File: src/rtl/ula_pixel_fetch.sv
`default_nettype none
// ============================================================================
// Module  : ula_pixel_fetch
// Brief   : ULA display-fetch stage. Generates Spectrum screen-memory
//           addresses for the VGA-doubled 256x192 picture, captures bitmap
//           and attribute bytes, serializes pixels and resolves
//           ink/paper/bright/flash into a 4-bit colour index, substituting
//           the border colour outside the picture.
// Revision: 1.0 - initial release
// ============================================================================
module ula_pixel_fetch #(
  parameter int H_START = 64,
  parameter int V_START = 48,
  parameter int RAM_LAT = 2
) (
  input  logic        clk_pix,
  input  logic        reset,
  input  logic [9:0]  hcount,
  input  logic [9:0]  vcount,
  input  logic [2:0]  border,
  output logic [12:0] vram_address,
  input  logic [7:0]  vram_data,
  output logic [3:0]  color,
  output logic        in_screen
);

  // Raster extents (11 bits so the limits never wrap for any legal start)
  localparam logic [10:0] c_H_TOTAL = 11'd800;
  localparam logic [10:0] c_V_TOTAL = 11'd525;
  localparam logic [10:0] c_H_LO    = 11'(H_START);
  localparam logic [10:0] c_H_HI    = 11'(H_START + 512);
  localparam logic [10:0] c_V_LO    = 11'(V_START);
  localparam logic [10:0] c_V_HI    = 11'(V_START + 384);
  // Fetch runs one 16-clock cell ahead of display; cell 31 is the last one
  localparam logic [10:0] c_F_LO    = 11'(H_START - 16);
  localparam logic [10:0] c_F_HI    = 11'(H_START + 496);

  // Fetch phases within a cell; capture phases trail the address by RAM_LAT
  localparam logic [3:0]  c_PH_BMP_ADDR = 4'd0;
  localparam logic [3:0]  c_PH_ATR_ADDR = 4'd1;
  localparam logic [3:0]  c_PH_BMP_CAP  = 4'(RAM_LAT);
  localparam logic [3:0]  c_PH_ATR_CAP  = 4'(RAM_LAT + 1);
  localparam logic [3:0]  c_PH_XFER     = 4'd15;

  localparam logic [12:0] c_ATTR_BASE   = 13'h1800;

  // Window / position decode
  logic [10:0] w_hc;
  logic [10:0] w_vc;
  logic        w_h_in;
  logic        w_v_in;
  logic        w_in_win;
  logic        w_h_odd;
  logic [7:0]  w_y;
  logic        w_fetch;
  logic [8:0]  w_f_off;
  logic [4:0]  w_cell;
  logic [3:0]  w_phase;

  // Registered state
  logic [7:0]  r_bmp_hold;
  logic [7:0]  r_atr_hold;
  logic [7:0]  r_shift;
  logic [7:0]  r_attr;
  logic [4:0]  r_flash_cnt;

  // First output pipeline stage
  logic        r_pix1;
  logic [7:0]  r_attr1;
  logic        r_win1;
  logic [2:0]  r_border1;

  // Colour resolution
  logic        w_swap;
  logic [2:0]  w_ink;
  logic [2:0]  w_paper;
  logic [3:0]  w_color_next;

  assign w_hc     = {1'b0, hcount};
  assign w_vc     = {1'b0, vcount};
  assign w_h_in   = (w_hc >= c_H_LO) && (w_hc < c_H_HI) && (w_hc < c_H_TOTAL);
  assign w_v_in   = (w_vc >= c_V_LO) && (w_vc < c_V_HI) && (w_vc < c_V_TOTAL);
  assign w_in_win = w_h_in && w_v_in;

  // Each Spectrum pixel spans two clocks; shift after the second one
  assign w_h_odd  = 1'(hcount - 10'(H_START));
  assign w_y      = 8'((vcount - 10'(V_START)) >> 1);

  assign w_fetch  = w_v_in && (w_hc >= c_F_LO) && (w_hc < c_F_HI);
  assign w_f_off  = 9'(hcount - 10'(H_START - 16));
  assign w_cell   = w_f_off[8:4];
  assign w_phase  = w_f_off[3:0];

  // Screen-RAM address: bitmap then attribute at the start of each fetch
  always_ff @(posedge clk_pix or posedge reset) begin
    if (reset) begin
      vram_address <= 13'h0000;
    end else if (w_fetch) begin
      if (w_phase == c_PH_BMP_ADDR) begin
        vram_address <= {w_y[7:6], w_y[2:0], w_y[5:3], w_cell};
      end else if (w_phase == c_PH_ATR_ADDR) begin
        vram_address <= c_ATTR_BASE + {3'b000, w_y[7:3], w_cell};
      end
    end
  end

  // Capture RAM data, hand it to the display registers and serialize pixels
  always_ff @(posedge clk_pix or posedge reset) begin
    if (reset) begin
      r_bmp_hold <= 8'h00;
      r_atr_hold <= 8'h00;
      r_shift    <= 8'h00;
      r_attr     <= 8'h00;
    end else begin
      if (w_fetch && (w_phase == c_PH_BMP_CAP)) begin
        r_bmp_hold <= vram_data;
      end
      if (w_fetch && (w_phase == c_PH_ATR_CAP)) begin
        r_atr_hold <= vram_data;
      end
      // The transfer lands on the last odd offset of the previous cell,
      // so it takes priority over the shift on that clock
      if (w_fetch && (w_phase == c_PH_XFER)) begin
        r_shift <= r_bmp_hold;
        r_attr  <= r_atr_hold;
      end else if (w_in_win && w_h_odd) begin
        r_shift <= {r_shift[6:0], 1'b0};
      end
    end
  end

  // Frame counter driving the flash phase (toggles every 16 frames)
  always_ff @(posedge clk_pix or posedge reset) begin
    if (reset) begin
      r_flash_cnt <= 5'd0;
    end else if ((hcount == 10'd0) && (vcount == 10'd0)) begin
      r_flash_cnt <= r_flash_cnt + 5'd1;
    end
  end

  // First pipeline stage: freeze pixel, attribute, window flag and border
  always_ff @(posedge clk_pix or posedge reset) begin
    if (reset) begin
      r_pix1    <= 1'b0;
      r_attr1   <= 8'h00;
      r_win1    <= 1'b0;
      r_border1 <= 3'b000;
    end else begin
      r_pix1    <= r_shift[7];
      r_attr1   <= r_attr;
      r_win1    <= w_in_win;
      r_border1 <= border;
    end
  end

  assign w_swap       = r_attr1[7] & r_flash_cnt[4];
  assign w_ink        = w_swap ? r_attr1[5:3] : r_attr1[2:0];
  assign w_paper      = w_swap ? r_attr1[2:0] : r_attr1[5:3];
  assign w_color_next = r_win1 ? {r_attr1[6], (r_pix1 ? w_ink : w_paper)}
                               : {1'b0, r_border1};

  // Second pipeline stage: registered colour index and window flag
  always_ff @(posedge clk_pix or posedge reset) begin
    if (reset) begin
      color     <= 4'h0;
      in_screen <= 1'b0;
    end else begin
      color     <= w_color_next;
      in_screen <= r_win1;
    end
  end

endmodule
`default_nettype wire
File: config.mk
export PLATFORM = sky130hd
export DESIGN_NAME = ula_pixel_fetch
export DESIGN_NICKNAME = d
export VERILOG_FILES = /design/src/rtl/ula_pixel_fetch.sv
export SDC_FILE = /design/constraint.sdc
export NUM_CORES = 1
export LEC_CHECK = 0
export CORE_MARGIN = 2
export CORE_UTILIZATION = 40
export DETAILED_ROUTE_END_ITERATION = 10
export HOLD_SLACK_MARGIN = 0.12
export MAX_ROUTING_LAYER = met4
export PLACE_DENSITY = 0.66
export SLEW_MARGIN = 20
export SYNTH_ARGS = -nofsm -noshare
export SYNTH_HDL_FRONTEND = slang
export SYNTH_SLANG_ARGS = --single-unit
File: constraint.sdc
create_clock -name clk_pix -period 2 [get_ports clk_pix]
set_input_delay 0.4 -clock clk_pix [delete_from_list [all_inputs] [get_ports clk_pix]]
set_output_delay 0.4 -clock clk_pix [all_outputs]
set_load 0.03 [all_outputs]
Word level (Yosys, flattened, before mapping)
Index checks and enable logic that the tools add are counted.

word-level totals
  bits in registers = 68
  bits of input ports = 33
  output and inout bits = 18
  word-level logic and storage cells = 56

operators by class
  add/sub/neg operators = 5
  magnitude comparators = 8
  equal/unequal tests = 4
  muxes and demuxes = 8
  bitwise gates (word level) = 1
  reduce and logical (&&, ||, !) cells = 18

operators by type and width
  operator                  number
  $lt A10 B10 Y1 const B    4
  $mux W13                  2
  $ge A10 B6 Y1 const B     2
  $logic_not A10 Y1         2
  $sub A9 B6 Y9 const B     2
  $mux W8                   2
  $add A12 B11 Y13 const A  1
  $logic_and A1 B1 Y1       12
  $ge A10 B7 Y1 const B     1
  $lt A10 B9 Y1 const B     1
  $mux W3                   3
  $eq A4 B2 Y1 const B      2
  $add A5 B1 Y5 const B     1
  $eq A4 B1 Y1 const B      1
  $eq A4 B4 Y1 const B      1
  $logic_not A4 Y1          1
  $mux W4                   1
  $reduce_bool A2 Y1        2
  $reduce_and A2 Y1         1
  $and A1 B1 Y1             1
  $sub A1 B1 Y1 const B     1

Depth between registers and ports, before layout
  depth after elaboration = 7
  mapped depth = 6
  gate-level depth less buffers = 6

Worst setup path after synthesis
No wires, ideal clock.

  path kind = input to register
  start point = input port vcount[4]
  end point = register vram_address[0]
  library setup time = 0.125 ns
  arrival time = 2.030 ns
  data required time = 1.875 ns
  setup slack = -0.155 ns
  stages = 6
  buffers on the path = 1
  cell sequence = ha_1 -> nor4_1 -> nor4_1 -> nand3_2 -> buf_6 -> mux2_2

on the way
  word-level cells in the longest chain between the ends = 6
  elaborated cells between the ends (all ways) = 8
  classes of those cells = order compare (3); reduce/logical (5)

RTL lines
  what                                            line  source
  start: declaration                              19    input logic [9:0] vcount,
  $ge A10 B6 Y1 or $lt A10 B9 Y1 (tied branches)  82    assign w_v_in = (w_vc >= c_V_LO) && (w_vc < c_V_HI) && (w_vc < c_V_TOTAL);
  $logic_and A1 B1 Y1                             82
  $logic_and A1 B1 Y1 *                           82
  $logic_and A1 B1 Y1 * (2 in a row)              89    assign w_fetch = w_v_in && (w_hc >= c_F_LO) && (w_hc < c_F_HI);
  $reduce_and A2 Y1 (no source line) *            -
  end signal: assignment                          100   vram_address <= {w_y[7:6], w_y[2:0], w_y[5:3], w_cell};
  end signal: assignment                          102   vram_address <= c_ATTR_BASE + {3'b000, w_y[7:3], w_cell};
  end: declaration                                21    output logic [12:0] vram_address,

Mark *: on every way between the ends. The rest lies on a longest branch, timed or not.
A chain may end at the register's enable or synchronous reset.

Worst setup path after layout
  start point = input port hcount[6]
  end point = register r_shift[5]

on the way
  word-level cells in the longest chain between the ends = 6
  elaborated cells between the ends (all ways) = 14
  classes of those cells = order compare (5); mux (1); reduce/logical (8)

RTL lines
  what                                             line  source
  start: declaration                               18    input logic [9:0] hcount,
  $ge A10 B7 Y1 or $lt A10 B10 Y1 (tied branches)  81    assign w_h_in = (w_hc >= c_H_LO) && (w_hc < c_H_HI) && (w_hc < c_H_TOTAL);
  $logic_and A1 B1 Y1 (2 in a row)                 81
  $logic_and A1 B1 Y1                              83    assign w_in_win = w_h_in && w_v_in;
  $logic_and A1 B1 Y1                              126   end else if (w_in_win && w_h_odd) begin
  $reduce_bool A2 Y1 (no source line)              -
  end signal: assignment                           124   r_shift <= r_bmp_hold;
  end signal: assignment                           127   r_shift <= {r_shift[6:0], 1'b0};
  end: declaration                                 63    logic [7:0] r_shift;

Parallel ways exist; a longest one is shown, timed or not.

==> impl_metrics.toml <==
[critical_path]
cp-start-kind = "primary input"
path_max_fanout = 6
worstSetupEndpointType = "register"
r2r-end = "color[1]"
worstSetupPathType = "primary input to register"
r2r.worst_path.cells = 4
cp.arrival_ps = 2180
required_ps = 2260
reg2reg_from = "r_flash_cnt[4]"
r2r_slack_ps = 690

[synth]
syn_inst = 213
synth_mux_area_frac = 0.1851
synth_top_family_by_area = "multiplexers"
synth-compound-area-share = 0.04897
ys_top_cells_by_count = "68 x dfrtp_1, 39 x mux2_2, 10 x mux2i_1"
synth.avg_cell_area_sq_um = 13.68
synth_xor_area_frac = 0.03308
synth.most_common_cell = "dfrtp_1"
synth_cell_types = 36
yosys.area.top_type_share = 0.5842
synthSimpleGateAreaFrac = 0.1082
ys_seq_elements = 68
yosys_most_used_dff = "dfrtp_1"
syn_area_sq_mm = 0.002913
synth_fp_nets = 251
synthArstFlopShare = 1.000
synth_edf_count = 0
yosysTopAreaCell = "dfrtp_1"
yosys-top-cells-area = "dfrtp_1 58%, mux2_2 15%, mux2i_1 3.4%"
synth_fa_ha_area_frac = 0.02148
seq_area_frac_synth = 0.5842
synth_warnings = 0

[global_routing]
grt_pass1_vias = 1939
grt_use_total = 0.1652
overflow = 0
grt_pass1_wl_um = 9535
grt_max_degree = 69
antenna_found_initial = 0

[floorplanning]
core_area_sq_mm = 0.007137
fp.dieW_um = 89.34
rows = 31
die_area_sq_mm = 0.007981
die_h_um = 89.34
pin_count = 51
start_util = 0.4081

[layout]
diodes = 0
n_fill_cell = 634
utilization = 0.5835
drive_gt1_frac = 0.3734
area_growth_pct = 42.96
layout.nets = 349

[cts]
clock-sinks = 68
clockBufferDepth = 2
cts_tree = "built"
clk_latency_ps = 340
path_clk_slew_ps = 80
cts_made_buffers = 9
clockRootBuffer = "clkbuf_8"
h-tree-depth = 3

[detailed_routing]
wire_per_inst_um = 14.02
wl_um = 5818
drt-initial-drc-count = 77
drt_pass1_iterations = 4
vias = 1980
vias_per_cell = 4.771
drc = 0
postRouteAntennaNets = 0

[sta]
final.setup.tns_ps = 0
slew-limit-headroom = 0.6999
fin_crit_sh = 0.9596
final-setup-viol-count = 0
finClkSkew_ps = 6.123
slew_viol_final = 0
fmax_mhz = 521.1
tightest_slew_ps = 448.6
finalCriticalPeriod_ps = 1919
hold_violations = 0
worst_slack_ps = 80.84

[hold_path]
min_to = "r_attr1[7]"
hold_start = "r_attr[7]"
whs_path_depth = 0
min_path_type = "register to register"

[placed_design]
pre_cts_slack_ps = -518.2
hpwlAfterDp_um = 4248
portBuffers = 50
gp_congestion = 0.7542

[job]
cap_violations = 0

[power_and_ir_drop]
peakVddDrop_v = 0.0005000
p_leak_nw = 1.935
pwr_density_cell_mw_per_mm2 = 899.2

[status]
run_status = "finished clean"
==> state kept, by name, summed over array words and instances, names as in the netlist, 4 cells and up <==
| name | cells |
|---|---|
| vram_address | 13 |
| r_atr_hold | 8 |
| r_attr1 | 8 |
| r_attr | 8 |
| r_bmp_hold | 8 |
| r_shift | 8 |
| r_flash_cnt | 5 |
| color | 4 |
==> critical path, cell delays in order <==
cell	delay, ps
clkdlybuf4s50_1	460
nor4_4	320
buf_4	150
mux2_2	350
a21boi_2	190
buf_6	150
a2bb2oi_1	160
==> logic make-up (layout without fill, tap and decap cells) <==
logic type / count (synthesis) / after routing
AOI/OAI and AO/OA: 19 / 19
adders and majority gates: 5 / 5
and+or+nand+nor: 49 / 49
muxes: 49 / 49
xor gates and xnor gates: 11 / 11
DFF: 68 / 68
buffers and inverters: 12 / 115
==> where the power goes <==
part	total, W	internal, W	leakage, nW	switching [W]
Clock	0.00112	0.000581	0.0958	0.000534
Sequential	0.00174	0.00161	0.868	0.000125
Combinational	0.000890	0.000478	0.971	0.000411
==> through the flow <==
step	cell area (sq um)	instances	hold slack, ps	power, W
after floorplan	2962	213	348.6	0.002234
after CTS	4109	414	374.5	0.003761
after global placement	3859	396	355.6	0.002611
final	4164	415	371.2	0.003744
after detailed placement	3859	396	360.1	0.002630
after global routing	4164	415	381.8	0.003930
==> cells in the final DEF (no fill, tap or decap), types with 2 or more instances in the layout <==
cell / synthesis / final
dfrtp_1: 68 / 68
clkdlybuf4s50_1: 0 / 46
mux2_2: 39 / 38
buf_4: 0 / 36
mux2i_1: 10 / 9
clkbuf_8: 0 / 9
inv_1: 8 / 7
xor2_1: 7 / 7
or3_1: 7 / 7
nor2_1: 6 / 6
nand2_1: 6 / 6
a21oi_1: 5 / 5
nor3_1: 5 / 5
a2bb2oi_1: 7 / 5
nor4_2: 1 / 4
nand3_1: 4 / 4
buf_6: 1 / 4
xnor2_1: 4 / 3
nor4_1: 7 / 3
clkinvlp_4: 0 / 3
ha_1: 5 / 3
nand3_2: 2 / 2
o21ai_0: 2 / 2
a2bb2oi_2: 0 / 2
clkinv_4: 0 / 2
dlygate4sd2_1: 0 / 2
dlymetal6s2s_1: 0 / 2
==> routing by layer <==
metal  up-vias  routed length, um  track usage
met3        13                170      0.03509
li1        972                  -            -
met5         -                  0            -
met2        31               2821       0.2424
met4         0                148      0.07463
met1       964               2677       0.2203
==> worst max path at each step <==
stage	from	end	slack, ps	depth (start not counted)
6_report	hcount[6]	r_shift[5]	80	7
5_1_grt	hcount[6]	r_shift[1]	-3	7
4_1_cts	hcount[4]	r_shift[3]	20	8
3_5_place_dp	hcount[4]	r_atr_hold[0]	-520	6
3_3_place_gp	vcount[4]	r_bmp_hold[4]	-480	7
2_1_floorplan	vcount[4]	r_attr[0]	-40	5
==> area by class of cell <==
| type | instances | area [sq um] | area share |
|---|---|---|---|
| Clock inverter | 7 | 76.32 | 0.01833 |
| Multi-Input combinational cell | 133 | 1266 | 0.3041 |
| Clock buffer | 9 | 123.9 | 0.02975 |
| Tap cell | 99 | 123.9 | 0.02975 |
| Sequential cell | 68 | 1702 | 0.4087 |
| Timing Repair Buffer | 91 | 838.3 | 0.2013 |
| Inverter | 8 | 33.78 | 0.008113 |
==> what timing repair did <==
action | CTS | global route
buffers inserted | 2 | 1
gates resized for setup | 7 | 11
endpoints found under the setup margin | 45 | 41
hold buffers | 0 | 0
endpoints found under the hold margin | 0 | 0
pin swaps | 1 | 4
Power figures use the tool's default switching activity.
